<file path="src/rtl/adder_arbiter_if.sv">
`default_nettype none
// ============================================================================
// Module      : adder_arbiter_if
// Description : Requester and result bundle for adder_arbiter. The optional
//               op_count signal exists only with ADDER_ARBITER_COUNT_EN.
// Revision    : 1.0 - initial release
// ============================================================================
interface adder_arbiter_if #(
    parameter int DATA_WIDTH = 8,
    parameter int NREQ       = 4
);
    localparam int IDW = (NREQ > 2) ? $clog2(NREQ) : 1;

    logic [NREQ-1:0]            req_valid;
    logic [NREQ*DATA_WIDTH-1:0] req_a;
    logic [NREQ*DATA_WIDTH-1:0] req_b;
    logic [NREQ-1:0]            req_ready;
    logic                       out_valid;
    logic                       out_ready;
    logic [DATA_WIDTH:0]        out_sum;
    logic [IDW-1:0]             out_id;
`ifdef ADDER_ARBITER_COUNT_EN
    logic [15:0]                op_count;
`endif

    modport master (
        output req_valid, req_a, req_b, out_ready,
        input  req_ready, out_valid, out_sum, out_id
`ifdef ADDER_ARBITER_COUNT_EN
        , input op_count
`endif
    );

    modport slave (
        input  req_valid, req_a, req_b, out_ready,
        output req_ready, out_valid, out_sum, out_id
`ifdef ADDER_ARBITER_COUNT_EN
        , output op_count
`endif
    );
endinterface
`default_nettype wire

</file>
<file path="src/rtl/adder_arbiter.sv">
`default_nettype none
// ============================================================================
// Module      : adder_arbiter
// Description : Round-robin shared adder with a single-entry registered result.
//               Define ADDER_ARBITER_COUNT_EN to add a saturating op_count.
// Revision    : 1.0 - initial release
// ============================================================================
module adder_arbiter #(
    parameter int DATA_WIDTH = 8,
    parameter int NREQ       = 4
) (
    input  wire logic          clk,
    input  wire logic          nreset,
    adder_arbiter_if.slave     bus
);
    localparam int IDW = (NREQ > 2) ? $clog2(NREQ) : 1;

    logic                  out_valid_q, out_valid_d;
    logic [DATA_WIDTH:0]   out_sum_q,   out_sum_d;
    logic [IDW-1:0]        out_id_q,    out_id_d;
    logic [IDW-1:0]        rr_ptr_q,    rr_ptr_d;

    logic                  w_load;
    logic                  w_found;
    logic                  w_xfer;
    logic [IDW-1:0]        w_grant;
    logic [DATA_WIDTH-1:0] w_a;
    logic [DATA_WIDTH-1:0] w_b;
    logic [DATA_WIDTH:0]   w_sum;
    logic [NREQ-1:0]       w_ready;

    // Gating with nreset keeps every req_ready low while reset is applied.
    assign w_load = nreset & (~out_valid_q | bus.out_ready);
    assign w_xfer = w_load & w_found;

    always_comb begin
        logic [IDW:0]   idx;
        logic [IDW-1:0] idx_t;
        w_found = 1'b0;
        w_grant = '0;
        idx     = '0;
        idx_t   = '0;
        for (int k = 0; k < NREQ; k++) begin
            idx = {1'b0, rr_ptr_q} + (IDW+1)'(k);
            if (idx >= (IDW+1)'(NREQ)) begin
                idx = idx - (IDW+1)'(NREQ);
            end
            idx_t = idx[IDW-1:0];
            if (!w_found && bus.req_valid[idx_t]) begin
                w_found = 1'b1;
                w_grant = idx_t;
            end
        end
    end

    always_comb begin
        w_a = '0;
        w_b = '0;
        for (int i = 0; i < NREQ; i++) begin
            if (w_grant == IDW'(i)) begin
                w_a = bus.req_a[i*DATA_WIDTH +: DATA_WIDTH];
                w_b = bus.req_b[i*DATA_WIDTH +: DATA_WIDTH];
            end
        end
    end

    assign w_sum = {1'b0, w_a} + {1'b0, w_b};

    always_comb begin
        w_ready = '0;
        if (w_xfer) begin
            w_ready[w_grant] = 1'b1;
        end
    end

    always_comb begin
        out_valid_d = out_valid_q;
        out_sum_d   = out_sum_q;
        out_id_d    = out_id_q;
        rr_ptr_d    = rr_ptr_q;
        if (w_xfer) begin
            out_valid_d = 1'b1;
            out_sum_d   = w_sum;
            out_id_d    = w_grant;
            rr_ptr_d    = (w_grant == IDW'(NREQ-1)) ? '0 : w_grant + IDW'(1);
        end else if (bus.out_ready) begin
            out_valid_d = 1'b0;
        end
    end

    always_ff @(posedge clk) begin
        if (!nreset) begin
            out_valid_q <= 1'b0;
            out_sum_q   <= '0;
            out_id_q    <= '0;
            rr_ptr_q    <= '0;
        end else begin
            out_valid_q <= out_valid_d;
            out_sum_q   <= out_sum_d;
            out_id_q    <= out_id_d;
            rr_ptr_q    <= rr_ptr_d;
        end
    end

    assign bus.req_ready = w_ready;
    assign bus.out_valid = out_valid_q;
    assign bus.out_sum   = out_sum_q;
    assign bus.out_id    = out_id_q;

`ifdef ADDER_ARBITER_COUNT_EN
    logic [15:0] op_count_q, op_count_d;

    always_comb begin
        op_count_d = op_count_q;
        if (w_xfer && (op_count_q != 16'hFFFF)) begin
            op_count_d = op_count_q + 16'd1;
        end
    end

    always_ff @(posedge clk) begin
        if (!nreset) begin
            op_count_q <= '0;
        end else begin
            op_count_q <= op_count_d;
        end
    end

    assign bus.op_count = op_count_q;
`endif
endmodule
`default_nettype wire

</file>
<file path="src/flat_wrapper.sv">
// flat-port wrapper written by rule: the top's interface ports become plain ports
module adder_arbiter_flat 
#(
    parameter int DATA_WIDTH = 8,
    parameter int NREQ       = 4
)
  (clk, nreset, bus_req_valid, bus_req_a, bus_req_b, bus_out_ready, bus_req_ready, bus_out_valid, bus_out_sum, bus_out_id);
  adder_arbiter_if #(.DATA_WIDTH(DATA_WIDTH), .NREQ(NREQ)) bus_i ();
  input  wire logic clk;
  input  wire logic nreset;
  input wire logic [$bits(bus_i.req_valid)-1:0] bus_req_valid;
  input wire logic [$bits(bus_i.req_a)-1:0] bus_req_a;
  input wire logic [$bits(bus_i.req_b)-1:0] bus_req_b;
  input wire logic [$bits(bus_i.out_ready)-1:0] bus_out_ready;
  output wire logic [$bits(bus_i.req_ready)-1:0] bus_req_ready;
  output wire logic [$bits(bus_i.out_valid)-1:0] bus_out_valid;
  output wire logic [$bits(bus_i.out_sum)-1:0] bus_out_sum;
  output wire logic [$bits(bus_i.out_id)-1:0] bus_out_id;
  assign bus_i.req_valid = bus_req_valid;
  assign bus_i.req_a = bus_req_a;
  assign bus_i.req_b = bus_req_b;
  assign bus_i.out_ready = bus_out_ready;
  assign bus_req_ready = bus_i.req_ready;
  assign bus_out_valid = bus_i.out_valid;
  assign bus_out_sum = bus_i.out_sum;
  assign bus_out_id = bus_i.out_id;
  adder_arbiter #(.DATA_WIDTH(DATA_WIDTH), .NREQ(NREQ)) u_core (.clk(clk), .nreset(nreset), .bus(bus_i));
endmodule
</file>
<file path="config.mk">
export PLATFORM = sky130hd
export DESIGN_NAME = adder_arbiter_flat
export DESIGN_NICKNAME = d
export VERILOG_FILES = /design/src/rtl/adder_arbiter_if.sv /design/src/rtl/adder_arbiter.sv /design/src/flat_wrapper.sv
export SDC_FILE = /design/constraint.sdc
export NUM_CORES = 1
export LEC_CHECK = 0
export BUFFER_PORTS_ARGS = -buffer_cell sky130_fd_sc_hd__buf_2
export CAP_MARGIN = 15
export CORE_MARGIN = 5
export CORE_UTILIZATION = 44
export DETAILED_ROUTE_END_ITERATION = 10
export PLACE_DENSITY = 0.82
export SLEW_MARGIN = 20
export SYNTH_ARGS = -nofsm -noshare
export SYNTH_HDL_FRONTEND = slang
export SYNTH_SLANG_ARGS = --single-unit
</file>
<file path="constraint.sdc">
create_clock -name clk -period 4.2 [get_ports clk]
set_clock_uncertainty 0.1 [all_clocks]
set_input_delay 0.63 -clock clk [delete_from_list [all_inputs] [get_ports clk]]
set_output_delay 0.63 -clock clk [all_outputs]
set_load 0.05 [all_outputs]
</file>
==> summary.txt, run 1 <==
Run status
  • Status: finished, final reports clean

Floorplan
  • Die area: around 4600 sq um
  • Site row count: 21
  • Number of I/O pins: 87
  • Die Ht: ~68 um
  • Initial Util: 0.448
  • Core area: between 3000 and 4000 sq um
  • Die Wd: roughly 70 um

Worst hold path
  • Worst hold path class: reg -> reg
  • Hold EP: u_core.bus.out_sum[4]
  • HP Start: u_core.bus.out_sum[4]
  • Worst hold path stage count: 2

Clock tree
  • CTS Buffer Depth: 2
  • # clock sinks: 14
  • CTS tree: done
  • Clock root buffer: clkbuf_4
  • Maximum level of the CTS H-tree: 1
  • Total CTS buffers: 3
  • Post-CTS Resized: 0
  • Clock Latency Late Sink: 0.28 ns
  • Hold-fix buffers, CTS: 0
  • Post-CTS setup buffers: 0
  • Clock transition at the registers of the reported paths: 0.09 ns

Routing
  • Vias: 1786
  • DRC violation total after the first TritonRoute iteration: 117
  • Drt drc: 0
  • Drt wl/cell: 13.9 um
  • Vias/cell: 5.41
  • Routed wire length: ~4.6 mm
  • Antenna viol nets, final: 0
  • DRT Pass-1 Iters: 4

Power and ir drop
  • Max VDD drop: between 0.3 and 0.4 mV
  • P per Cell Area: 618 nW/um^2
  • Net switching power: around 650 uW
  • Seq pwr share: 0.164
  • Leakage: 0.956 nW
  • Total power: 1.24 mW
  • Gate power share: 0.756
  • Sw frac: 0.523
  • Pint: approximately 590 uW
  • Clk pwr share: 0.080

Setup path
  • Kind of critical path: in -> reg
  • Slowest CP cell: nor4_1
  • Critical path's top delay family: compound AO/OA/AOI/OAI gates
  • R2R depth: 14
  • Flop-to-flop setup slack: 0.35 ns
  • WP buf/inv: 2
  • Most used cell, CP: a21oi_1
  • Critical-path maximum fanout: 6
  • Ordered cell list for the critical path: buf_2 > nand2b_1 > a21oi_1 > nor4_1 > inv_1 > ha_1 > nor2b_1 > a221oi_1 > o31ai_1 > ha_1 > fa_1 > a21oi_1 > o21a_1 > a21oi_1 > o41a_1
  • FF-to-FF Start: u_core.rr_ptr_q[1]
  • CP Launch Type: input pin
  • CP Data Arrival Time: 3.93 ns
  • Stages on worst setup path: 15
  • Critical path's largest stage delay: 0.44 ns
  • Critical Path RT: 4.28 ns
  • Critical path endpoint category: register
  • Worst reg2reg path endpoint: u_core.bus.out_sum[8]

Global routing
  • First-pass GRT wire length: 6.67 mm
  • GRT Total Usage: 0.184
  • Total congestion overflow: 0
  • Vias in the first global route: 1541
  • Largest net degree at the start of global routing: 21
  • Initial antenna violation count: 0

STA
  • Hold Slack: 0.352 ns
  • Worst-case headroom to the max-slew limit: 0.679
  • Max Clk Rate: roughly 260 MHz
  • Post-route worst setup slack: between 0.3 and 0.4 ns
  • Setup TNS Final: 0 ns
  • Slew @ Worst Pin: 0.477 ns
  • # setup viols final: 0
  • Final Hold Viols: 0
  • Crit share post-route: 0.916
  • Max-slew violation count: 0
  • Tmin final: 3.85 ns
  • Unrepaired setup endpoints after global routing: false

Yosys
  • Synthesis warning total: 0
  • Cell count after synthesis: 200
  • Sequential area share after synthesis: 0.189
  • Number of synthesized register bits: 14
  • Cell Area, Synth: 1480 sq um
  • Syn avg cell area: between 7 and 8 sq um
  • Unique masters post-synth: 40
  • Syn_nets: 284

Place
  • DP HPWL: around 3.8 mm
  • Setup WS pre-CTS: 0.166 ns
  • I/O Buffers: 86
  • GPL Wtd Cong: 0.878

Final layout
  • Share of cells above drive strength 1: 0.363
  • N_diodes: 0
  • Area Overhead vs Synth: 34.7%
  • Commonest cells after routing, fill and taps aside: 86 x buf_2, 30 x nand2_1, 17 x o31ai_1
  • Final #Nets: 369
  • # fillers: 335
  • Most common cell after layout, fill and taps aside: buf_2

Job
  • Max_cap viols: 0
through the flow:
stage / util / instances / instance area (sq um)
3_3_place_gp: 0.593 / 326 / 1960
2_1_floorplan: - / 200 / 1480
4_1_cts: 0.604 / 330 / 2000
5_1_grt: 0.604 / 330 / 2000
6_report: 0.604 / 330 / 2000
3_5_place_dp: 0.593 / 326 / 1960
routing by layer:
| metal | global-route usage | share of wire | up-vias |
|---|---|---|---|
| met5 | 0 | 0 | - |
| met4 | 0.0248 | 0.0031 | 0 |
| met3 | 0.0525 | 0.069 | 2 |
| met1 | 0.235 | 0.43 | 819 |
| met2 | 0.312 | 0.50 | 51 |
| li1 | - | - | 914 |
worst max path at each step:
stage / slack (ns) / from / endpoint
finish: 0.35 / bus_req_valid[1] / u_core.bus.out_sum[8]
global route: 0.13 / bus_req_valid[2] / u_core.bus.out_sum[7]
CTS: 0.43 / bus_req_valid[1] / u_core.bus.out_sum[8]
global placement: 0.23 / bus_req_valid[1] / u_core.bus.out_sum[8]
floorplan: 0.28 / bus_req_valid[1] / u_core.bus.out_sum[8]
detailed placement: 0.17 / bus_req_valid[1] / u_core.bus.out_sum[8]
Yosys cell counts (all sizes together):
cell type | number | area (sq um)
nand2 | 30 | 113
o31ai | 17 | 128
nor2b | 16 | 100
a221oi | 15 | 131
dfxtp | 14 | 280
a21oi | 12 | 60.1
ha | 12 | 150
nand3 | 11 | 60.1
clkbuf | 9 | 33.8
o21ai | 8 | 40.0
inv | 7 | 26.3
nor2 | 7 | 26.3
and2 | 5 | 31.3
buf | 5 | 36.3
a211oi | 3 | 27.5
nor4 | 3 | 18.8
o21a | 3 | 22.5
a31oi | 2 | 12.5
and3 | 2 | 17.5
mux2i | 2 | 20.0
o211ai | 2 | 15.0
xnor2 | 2 | 17.5
a2111o | 1 | 11.3
a21o | 1 | 7.51
fa | 1 | 20.0
nand2b | 1 | 6.26
nand3b | 1 | 7.51
nand4 | 1 | 6.26
nor3 | 1 | 5.00
nor3b | 1 | 7.51
o21bai | 1 | 7.51
o22ai | 1 | 6.26
o41a | 1 | 11.3
or2b | 1 | 8.76
or4 | 1 | 11.3
power by group through the flow:
| stage | combinational [mW] | clock (mW) | sequential, mW |
|---|---|---|---|
| 6_report | 0.933 | 0.0989 | 0.203 |
| 5_1_grt | 1.02 | 0.106 | 0.208 |
| 4_1_cts | 0.935 | 0.0991 | 0.203 |
| 3_5_place_dp | 0.929 | 0 | 0.206 |
| 2_1_floorplan | 0.573 | 0 | 0.337 |
| 3_3_place_gp | 0.916 | 0 | 0.205 |
area by class of cell:
class / count / area, sq um / share of cell area
multi-input combinational: 165 / 1110 / 0.554
sequential: 14 / 280 / 0.140
timing repair buffer: 94 / 490 / 0.245
tap: 46 / 57.6 / 0.0288
inverter: 7 / 26.3 / 0.0131
clock buffer: 4 / 36.3 / 0.0182
registers in the layout (all words and copies together), names as in the netlist:
| name | count |
|---|---|
| u_core.bus.out_sum | 9 |
| u_core.bus.out_id | 2 |
| u_core.rr_ptr_q | 2 |
| u_core.bus.out_valid | 1 |
cell families after synthesis:
family          share of synthesized area
compound gates                      0.324
xor+xnor                           0.0118
fa+ha+maj                           0.115
buf+inv                            0.0649
flops                               0.189
mux                                0.0135
simple gates                        0.282
worst min-delay path: cells and delay by family (launching register included):
family / cells / cell delay [ns]
AND/OR/NAND/NOR: 1 / 0.05
AO/OA/AOI/OAI: 1 / 0.05
flip-flops: 1 / 0.31
Note: power is estimated with default switching activity, not from simulation.
==> run 2: changes to the inputs <==
Settings changed: ABC_AREA from default to 1, CORE_UTILIZATION 44 to 46, CTS_CLUSTER_SIZE from default to 14, PLACE_DENSITY 0.82 to 0.83.
==> run 2 against run 1 <==
  * Critical path depth rose by 8
  * Synthesized cell count rose by 35%
  * Worst hold slack improved by 0.016 ns
  * Routed wire length rose by 0.55%
  * Sequential share of layout area fell by 0.90 points
  * Cell area rose by 6.9%
  * Critical path type is now reg -> reg
  * Critical endpoint is now u_core.bus.out_sum[7]
==> summary.txt, run 2 <==
STA
  • Crit share post-route: 0.900 (was 0.916)
  • Hold Slack: 0.368 ns (was 0.352 ns)
  • Setup TNS Final: 0 ns (unchanged)
  • Slew @ Worst Pin: 0.485 ns (was 0.477 ns)
  • Max Clk Rate: 264 MHz (was 260 MHz)
  • Worst-case headroom to the max-slew limit: 0.676 (was 0.679)
  • Max-slew violation count: 0 (unchanged)
  • Unrepaired setup endpoints after global routing: false (unchanged)
  • Final Hold Viols: 0 (unchanged)
  • Post-route worst setup slack: 0.419 ns (was 0.351 ns)
  • Tmin final: 3.78 ns (was 3.85 ns)
  • # setup viols final: 0 (unchanged)

Yosys
  • Share of the synthesized area in the top cell type: 0.176 (was 0.189)
  • Post-synth ARST share: 0 (unchanged)
  • Synthesis warning total: 0 (unchanged)
  • Synth cell count leaders: 77 x nand2_1, 27 x nor2_1, 22 x inv_1 (was 30 x nand2_1, 17 x o31ai_1, 16 x nor2b_1)
  • Cell count after synthesis: 270 (was 200)
  • Most common cell in the netlist: nand2_1 (unchanged)
  • Number of synthesized register bits: 14 (unchanged)
  • Synth area leaders: nand2_1 18%, dfxtp_1 17%, ha_1 9.1%, nor2_1 6.2%, a22oi_1 5.9% (was dfxtp_1 19%, ha_1 10%, a221oi_1 8.9%, o31ai_1 8.6%, nand2_1 7.6%)
  • Unique masters post-synth: 33 (was 40)
  • EDFF count, synth: 0 (unchanged)
  • Sequential area share after synthesis: 0.170 (was 0.189)
  • Post-synth top area cell: nand2_1 (was dfxtp_1)
  • Syn avg cell area: 6.09 sq um (was 7.42 sq um)
  • Cell Area, Synth: 1650 sq um (was 1480 sq um)
  • Syn_nets: 354 (was 284)
  • Top_reg_cell synth: dfxtp_1 (unchanged)

Clock tree
  • # clock sinks: 14 (unchanged)
  • Clock transition at the registers of the reported paths: 0.09 ns (about the same)
  • Clock Latency Late Sink: 0.28 ns (about the same)
  • CTS Buffer Depth: 2 (unchanged)
  • Total CTS buffers: 3 (unchanged)
  • Clock root buffer: clkbuf_4 (unchanged)
  • Post-CTS setup buffers: 0 (unchanged)
  • CTS tree: done (unchanged)
  • Maximum level of the CTS H-tree: 1 (unchanged)

Floorplan
  • Core area: 3390 sq um (was 3310 sq um)
  • Die Wd: 69.8 um (was 68.1 um)
  • Site row count: 21 (unchanged)
  • Number of I/O pins: 87 (unchanged)
  • Die Ht: 69.8 um (was 68.1 um)
  • Initial Util: 0.485 (was 0.448)
  • Die area: 4870 sq um (was 4630 sq um)

Routing
  • DRC violation total after the first TritonRoute iteration: 86 (was 117)
  • DRT Pass-1 Iters: 4 (unchanged)
  • Drt drc: 0 (unchanged)
  • Drt wl/cell: 11.5 um (was 13.9 um)
  • Antenna viol nets, final: 0 (unchanged)
  • Vias: 2014 (was 1786)
  • Vias/cell: 5.05 (was 5.41)
  • Routed wire length: 4.60 mm (was 4.57 mm)

Place
  • GPL Wtd Cong: 0.856 (was 0.878)
  • I/O Buffers: 86 (unchanged)
  • DP HPWL: 3.82 mm (was 3.83 mm)
  • Setup WS pre-CTS: 0.256 ns (was 0.166 ns)

Global routing
  • Global Route met1 Usage: 0.204 (was 0.235)
  • M2 GR Usage: 0.349 (was 0.312)
  • Vias in the first global route: 1923 (was 1541)
  • GRT Total Usage: 0.188 (was 0.184)
  • Top Usage Layer GRT: met2 (unchanged)
  • Initial antenna violation count: 0 (unchanged)
  • Met3 global-route usage: 0.0580 (was 0.0525)
  • Total congestion overflow: 0 (unchanged)
  • Largest net degree at the start of global routing: 25 (was 21)
  • First-pass GRT wire length: 7.79 mm (was 6.67 mm)

Final layout
  • N_diodes: 0 (unchanged)
  • Largest register FFs: 9 (unchanged)
  • Area Overhead vs Synth: 29.8% (was 34.7%)
  • Final core occ: 0.630 (was 0.604)
  • Most common cell after layout, fill and taps aside: buf_2 (unchanged)
  • Commonest cells after routing, fill and taps aside: 86 x buf_2, 77 x nand2_1, 27 x nor2_1 (was 86 x buf_2, 30 x nand2_1, 17 x o31ai_1)
  • Share of cells above drive strength 1: 0.326 (was 0.363)
  • Final #Nets: 438 (was 369)

Setup path
  • Critical path's top delay family: buffers and inverters (was compound AO/OA/AOI/OAI gates)
  • Critical path's largest stage delay: 0.44 ns (about the same)
  • Crit path from: u_core.rr_ptr_q[0] (was bus_req_valid[1])
  • Kind of critical path: reg -> reg (was in -> reg)
  • Critical-path maximum fanout: 20 (was 6)
  • CP Data Arrival Time: 3.87 ns (was 3.93 ns)
  • CP Launch Type: register (was input pin)
  • FF-to-FF Start: u_core.rr_ptr_q[0] (was u_core.rr_ptr_q[1])
  • Critical path endpoint category: register (unchanged)
  • WP buf/inv: 6 (was 2)
  • Ordered cell list for the critical path: buf_4 > nand2_1 > nand2_1 > nand2_1 > nand2_2 > nor2_4 > nand2_1 > nand3_1 > nand2_1 > inv_1 > ha_1 > inv_1 > buf_4 > nor2_1 > o31ai_1 > ha_1 > nand2_1 > inv_1 > a21oi_1 > nand2_1 > xor2_1 > o21ai_2 > inv_2 (was buf_2 > nand2b_1 > a21oi_1 > nor4_1 > inv_1 > ha_1 > nor2b_1 > a221oi_1 > o31ai_1 > ha_1 > fa_1 > a21oi_1 > o21a_1 > a21oi_1 > o41a_1)
  • Slowest CP cell: dfxtp_1 (was nor4_1)
  • Critical Path RT: 4.29 ns (was 4.28 ns)
  • Most used cell, CP: nand2_1 (was a21oi_1)

Worst hold path
  • Worst hold path class: reg -> reg (unchanged)
  • HP Start: u_core.bus.out_sum[0] (was u_core.bus.out_sum[4])

Run status
  • Status: finished, final reports clean (unchanged)

Job
  • Max_cap viols: 0 (unchanged)
run 2: cell count changes after synthesis, sizes merged, moves of 5 or more:
| cell | delta |
|---|---|
| a21oi | +7 |
| a22oi | +13 |
| nor2 | +22 |
| o31ai | -14 |
| inv | +19 |
| nand2 | +55 |
| nor2b | -16 |
| nand3 | +7 |
| o21ai | +14 |
| and2 | -5 |
| a221oi | -12 |
run 2: path summary, 6_finish.rpt:
path,endpoint,slack [ns],depth (start not counted)
worst max-delay path,u_core.bus.out_sum[7],0.42,23
worst max register to register,u_core.bus.out_sum[7],0.42,23
worst min-delay path,u_core.bus.out_sum[0],0.37,2
worst min register to register,u_core.bus.out_sum[0],0.37,2
run 2: logic make-up after synthesis:
kind of cell / count (synthesis) / synth area share
adder cells (fa/ha/maj): 13 / 0.103
buffers and inverters: 39 / 0.107
XOR/XNOR: 6 / 0.0319
AND/OR/NAND/NOR: 134 / 0.350
AO/OA/AOI/OAI: 64 / 0.237
flip-flops: 14 / 0.170
run 2: layer usage:
layer  part of all wire  vias to the layer above
met5                  0                        -
met4             0.0074                        0
met3              0.067                        6
met2               0.53                       54
met1               0.40                      888
li1                   -                     1066
run 2: what timing repair did:
action | 4_1_cts | 5_1_grt
setup endpoints to repair | 0 | 2
hold buffers | 0 | 0
resized for setup | 0 | 1
run 2: stage by stage:
stage	instances	instance area, sq um
after global placement	395	2100
after CTS	399	2130
after floorplan	270	1650
after detailed placement	395	2100
after global routing	399	2140
final	399	2140
run 2: layout make-up:
cell class	instances	area, sq um
sequential	14	280
inverter	27	105
timing repair buffer	91	468
multi-input combinational	217	1190
tap	46	57.6
fill	330	1250
clock buffer	4	36.3
run 2: tightest hold or removal path: cells and delay by family (launching register included):
family	cells	cell delay (ns)
DFF	1	0.31
and+or+nand+nor	2	0.11
Power of run 2 is not shown: default switching activity piles up to over one toggle a cycle in this logic, so the estimate is an artifact.
==> run 3: changes to the inputs <==
Settings changed: CELL_PAD_IN_SITES_DETAIL_PLACEMENT from default to 1, CELL_PAD_IN_SITES_GLOBAL_PLACEMENT from default to 2, CORE_UTILIZATION 46 to 22, GPL_TIMING_DRIVEN from default to 0, PLACE_DENSITY 0.83 to 0.82.
==> run 3 against run 2 <==
  * First-iteration DRC count down 12%
  * Setup slack gained 0.026 ns
  * Core utilization is 31 points lower
  * Via count increased by 4.0%
  * Critical path depth up 5
  * Largest cell class unchanged
==> summary.txt, run 3 (synthesis gave the netlist of run 2 again) <==
Run status
  • Status: finished, final reports clean (unchanged)

Floorplan
  • Die Ht: 96.5 um (was 69.8 um)
  • Die Wd: 96.5 um (was 69.8 um)
  • Site row count: 31 (was 21)
  • Number of I/O pins: 87 (unchanged)
  • Initial Util: 0.227 (was 0.485)
  • Die area: 9310 sq um (was 4870 sq um)
  • Core area: 7250 sq um (was 3390 sq um)

STA
  • Max-slew violation count: 0 (unchanged)
  • # setup viols final: 0 (unchanged)
  • Setup TNS Final: 0 ns (unchanged)
  • Worst-case headroom to the max-slew limit: 0.698 (was 0.676)
  • Crit share post-route: 0.894 (was 0.900)
  • Max Clk Rate: 266 MHz (was 264 MHz)
  • Unrepaired setup endpoints after global routing: false (unchanged)
  • Slew @ Worst Pin: 0.452 ns (was 0.485 ns)
  • Final Hold Viols: 0 (unchanged)
  • Post-route worst setup slack: 0.445 ns (was 0.419 ns)
  • Tmin final: 3.75 ns (was 3.78 ns)

Place
  • GPL Wtd Cong: 0.783 (was 0.856)
  • I/O Buffers: 86 (unchanged)
  • Setup WS pre-CTS: -0.315 ns (was 0.256 ns)
  • Placed cell area: 2200 sq um (was 2100 sq um)
  • DP HPWL: 5.27 mm (was 3.82 mm)

Job
  • Max_cap viols: 0 (unchanged)

Clock tree
  • CTS tree: done (unchanged)
  • Clock transition at the registers of the reported paths: 0.06 ns (was 0.09 ns)
  • # clock sinks: 14 (unchanged)
  • Clock Latency Late Sink: 0.25 ns (was 0.28 ns)
  • Maximum level of the CTS H-tree: 1 (unchanged)
  • Clock root buffer: clkbuf_8 (was clkbuf_4)
  • CTS Buffer Depth: 2 (unchanged)
  • Total CTS buffers: 3 (unchanged)

Global routing
  • First-pass GRT wire length: 10.0 mm (was 7.79 mm)
  • Initial antenna violation count: 0 (unchanged)
  • GRT Total Usage: 0.135 (was 0.188)
  • Largest net degree at the start of global routing: 11 (was 25)
  • Total congestion overflow: 0 (unchanged)
  • Vias in the first global route: 2231 (was 1923)

Routing
  • Vias: 2094 (was 2014)
  • DRC violation total after the first TritonRoute iteration: 76 (was 86)
  • Highest routed layer: met4 (unchanged)
  • Drt wl/cell: 13.2 um (was 11.5 um)
  • M1 wire length: 2.44 mm (was 1.84 mm)
  • Vias/cell: 4.55 (was 5.05)
  • Antenna viol nets, final: 0 (unchanged)
  • Drt drc: 0 (unchanged)
  • Routed wire length: 6.07 mm (was 4.60 mm)
  • WL met3: 194 um (was 306 um)
  • Met2 routed WL: 3.36 mm (was 2.41 mm)
  • DRT Pass-1 Iters: 4 (unchanged)

Final layout
  • Largest register FFs: 9 (unchanged)
  • Area Overhead vs Synth: 38.9% (was 29.8%)
  • Sequential Area: 282 sq um (was 280 sq um)
  • # fillers: 991 (was 330)
  • Most common cell after layout, fill and taps aside: buf_2 (unchanged)
  • Final #Nets: 446 (was 438)
  • Share of cells above drive strength 1: 0.338 (was 0.326)
  • N_diodes: 0 (unchanged)
  • Area of the multi-input gates: 1200 sq um (was 1190 sq um)
  • Commonest cells after routing, fill and taps aside: 88 x buf_2, 77 x nand2_1, 26 x nor2_1 (was 86 x buf_2, 77 x nand2_1, 27 x nor2_1)
  • Final Cell Area: 2290 sq um (was 2140 sq um)

Setup path
  • Critical Path RT: 4.25 ns (was 4.29 ns)
  • FF-to-FF Start: u_core.rr_ptr_q[0] (unchanged)
  • Critical-path maximum fanout: 10 (was 20)
  • WP buf/inv: 7 (was 6)
  • Critical path's largest stage delay: 0.36 ns (was 0.44 ns)
  • Flop-to-flop setup slack: 0.45 ns (was 0.42 ns)
  • R2R depth: 27 (was 23)
  • CP Data Arrival Time: 3.81 ns (was 3.87 ns)
  • CP Launch Type: input pin (was register)
  • Most used cell, CP: nand2_1 (unchanged)
  • Critical path's top delay family: simple AND/OR/NAND/NOR gates (was buffers and inverters)
  • Critical path endpoint category: register (unchanged)
  • Stages on worst setup path: 28 (was 23)
  • Slowest CP cell: ha_1 (was dfxtp_1)
  • Crit path from: bus_req_valid[3] (was u_core.rr_ptr_q[0])
  • Worst reg2reg path endpoint: u_core.bus.out_sum[7] (unchanged)
  • Kind of critical path: in -> reg (was reg -> reg)
  • Crit path to: u_core.bus.out_sum[7] (unchanged)

Worst hold path
  • Worst hold path class: reg -> reg (unchanged)
run 3: changes by cell type in the layout (fill, tap and decap cells not counted), moves of 2 or more:
| cell | change |
|---|---|
| buf_4 | -4 |
| clkbuf_1 | +4 |
| clkbuf_8 | +3 |
| buf_2 | +2 |
| buf_6 | +2 |
run 3: worst min path at each step:
stage	start	end	slack, ns	cells past startpoint
global placement	u_core.bus.out_sum[0]	u_core.bus.out_sum[0]	0.36	2
floorplan	u_core.rr_ptr_q[1]	u_core.rr_ptr_q[1]	0.40	2
CTS	u_core.bus.out_sum[3]	u_core.bus.out_sum[3]	0.37	2
detailed placement	u_core.bus.out_sum[3]	u_core.bus.out_sum[3]	0.36	2
finish	u_core.bus.out_sum[3]	u_core.bus.out_sum[3]	0.36	2
global route	u_core.bus.out_sum[3]	u_core.bus.out_sum[3]	0.39	2
run 3: stage by stage:
stage	util	instances	hold slack (ns)
6_report	0.315	460	0.363
3_3_place_gp	0.303	455	0.359
2_1_floorplan	-	270	0.403
4_1_cts	0.311	459	0.371
3_5_place_dp	0.303	455	0.362
5_1_grt	0.315	460	0.394
run 3: timing repair:
action,in CTS,in global routing
gates resized for setup,1,10
hold buffers,0,0
endpoints found under the setup margin,4,7
endpoints found under the hold margin,0,0
pin swaps,0,1
buffers inserted,0,1
run 3: metal layers:
layer	vias to the layer above	global-route usage
li1	1077	-
met1	970	0.150
met2	39	0.269
met3	8	0.0217
met4	0	0.0257
met5	-	0
run 3: layout make-up:
cell class / instances / area share
clock buffers: 4 / 0.0241
flip-flops and latches: 14 / 0.123
well taps: 99 / 0.0542
inverters: 27 / 0.0460
repair buffers: 87 / 0.192
plain buffers: 12 / 0.0356
multi-input cells: 217 / 0.525
run 3: worst min-delay path, cell delays in order, from the launching register on:
cell and delay [ns]:
dfxtp_1 0.31, nand3_2 0.06, o21ai_1 0.05
Power of run 3 is left out for the same reason.
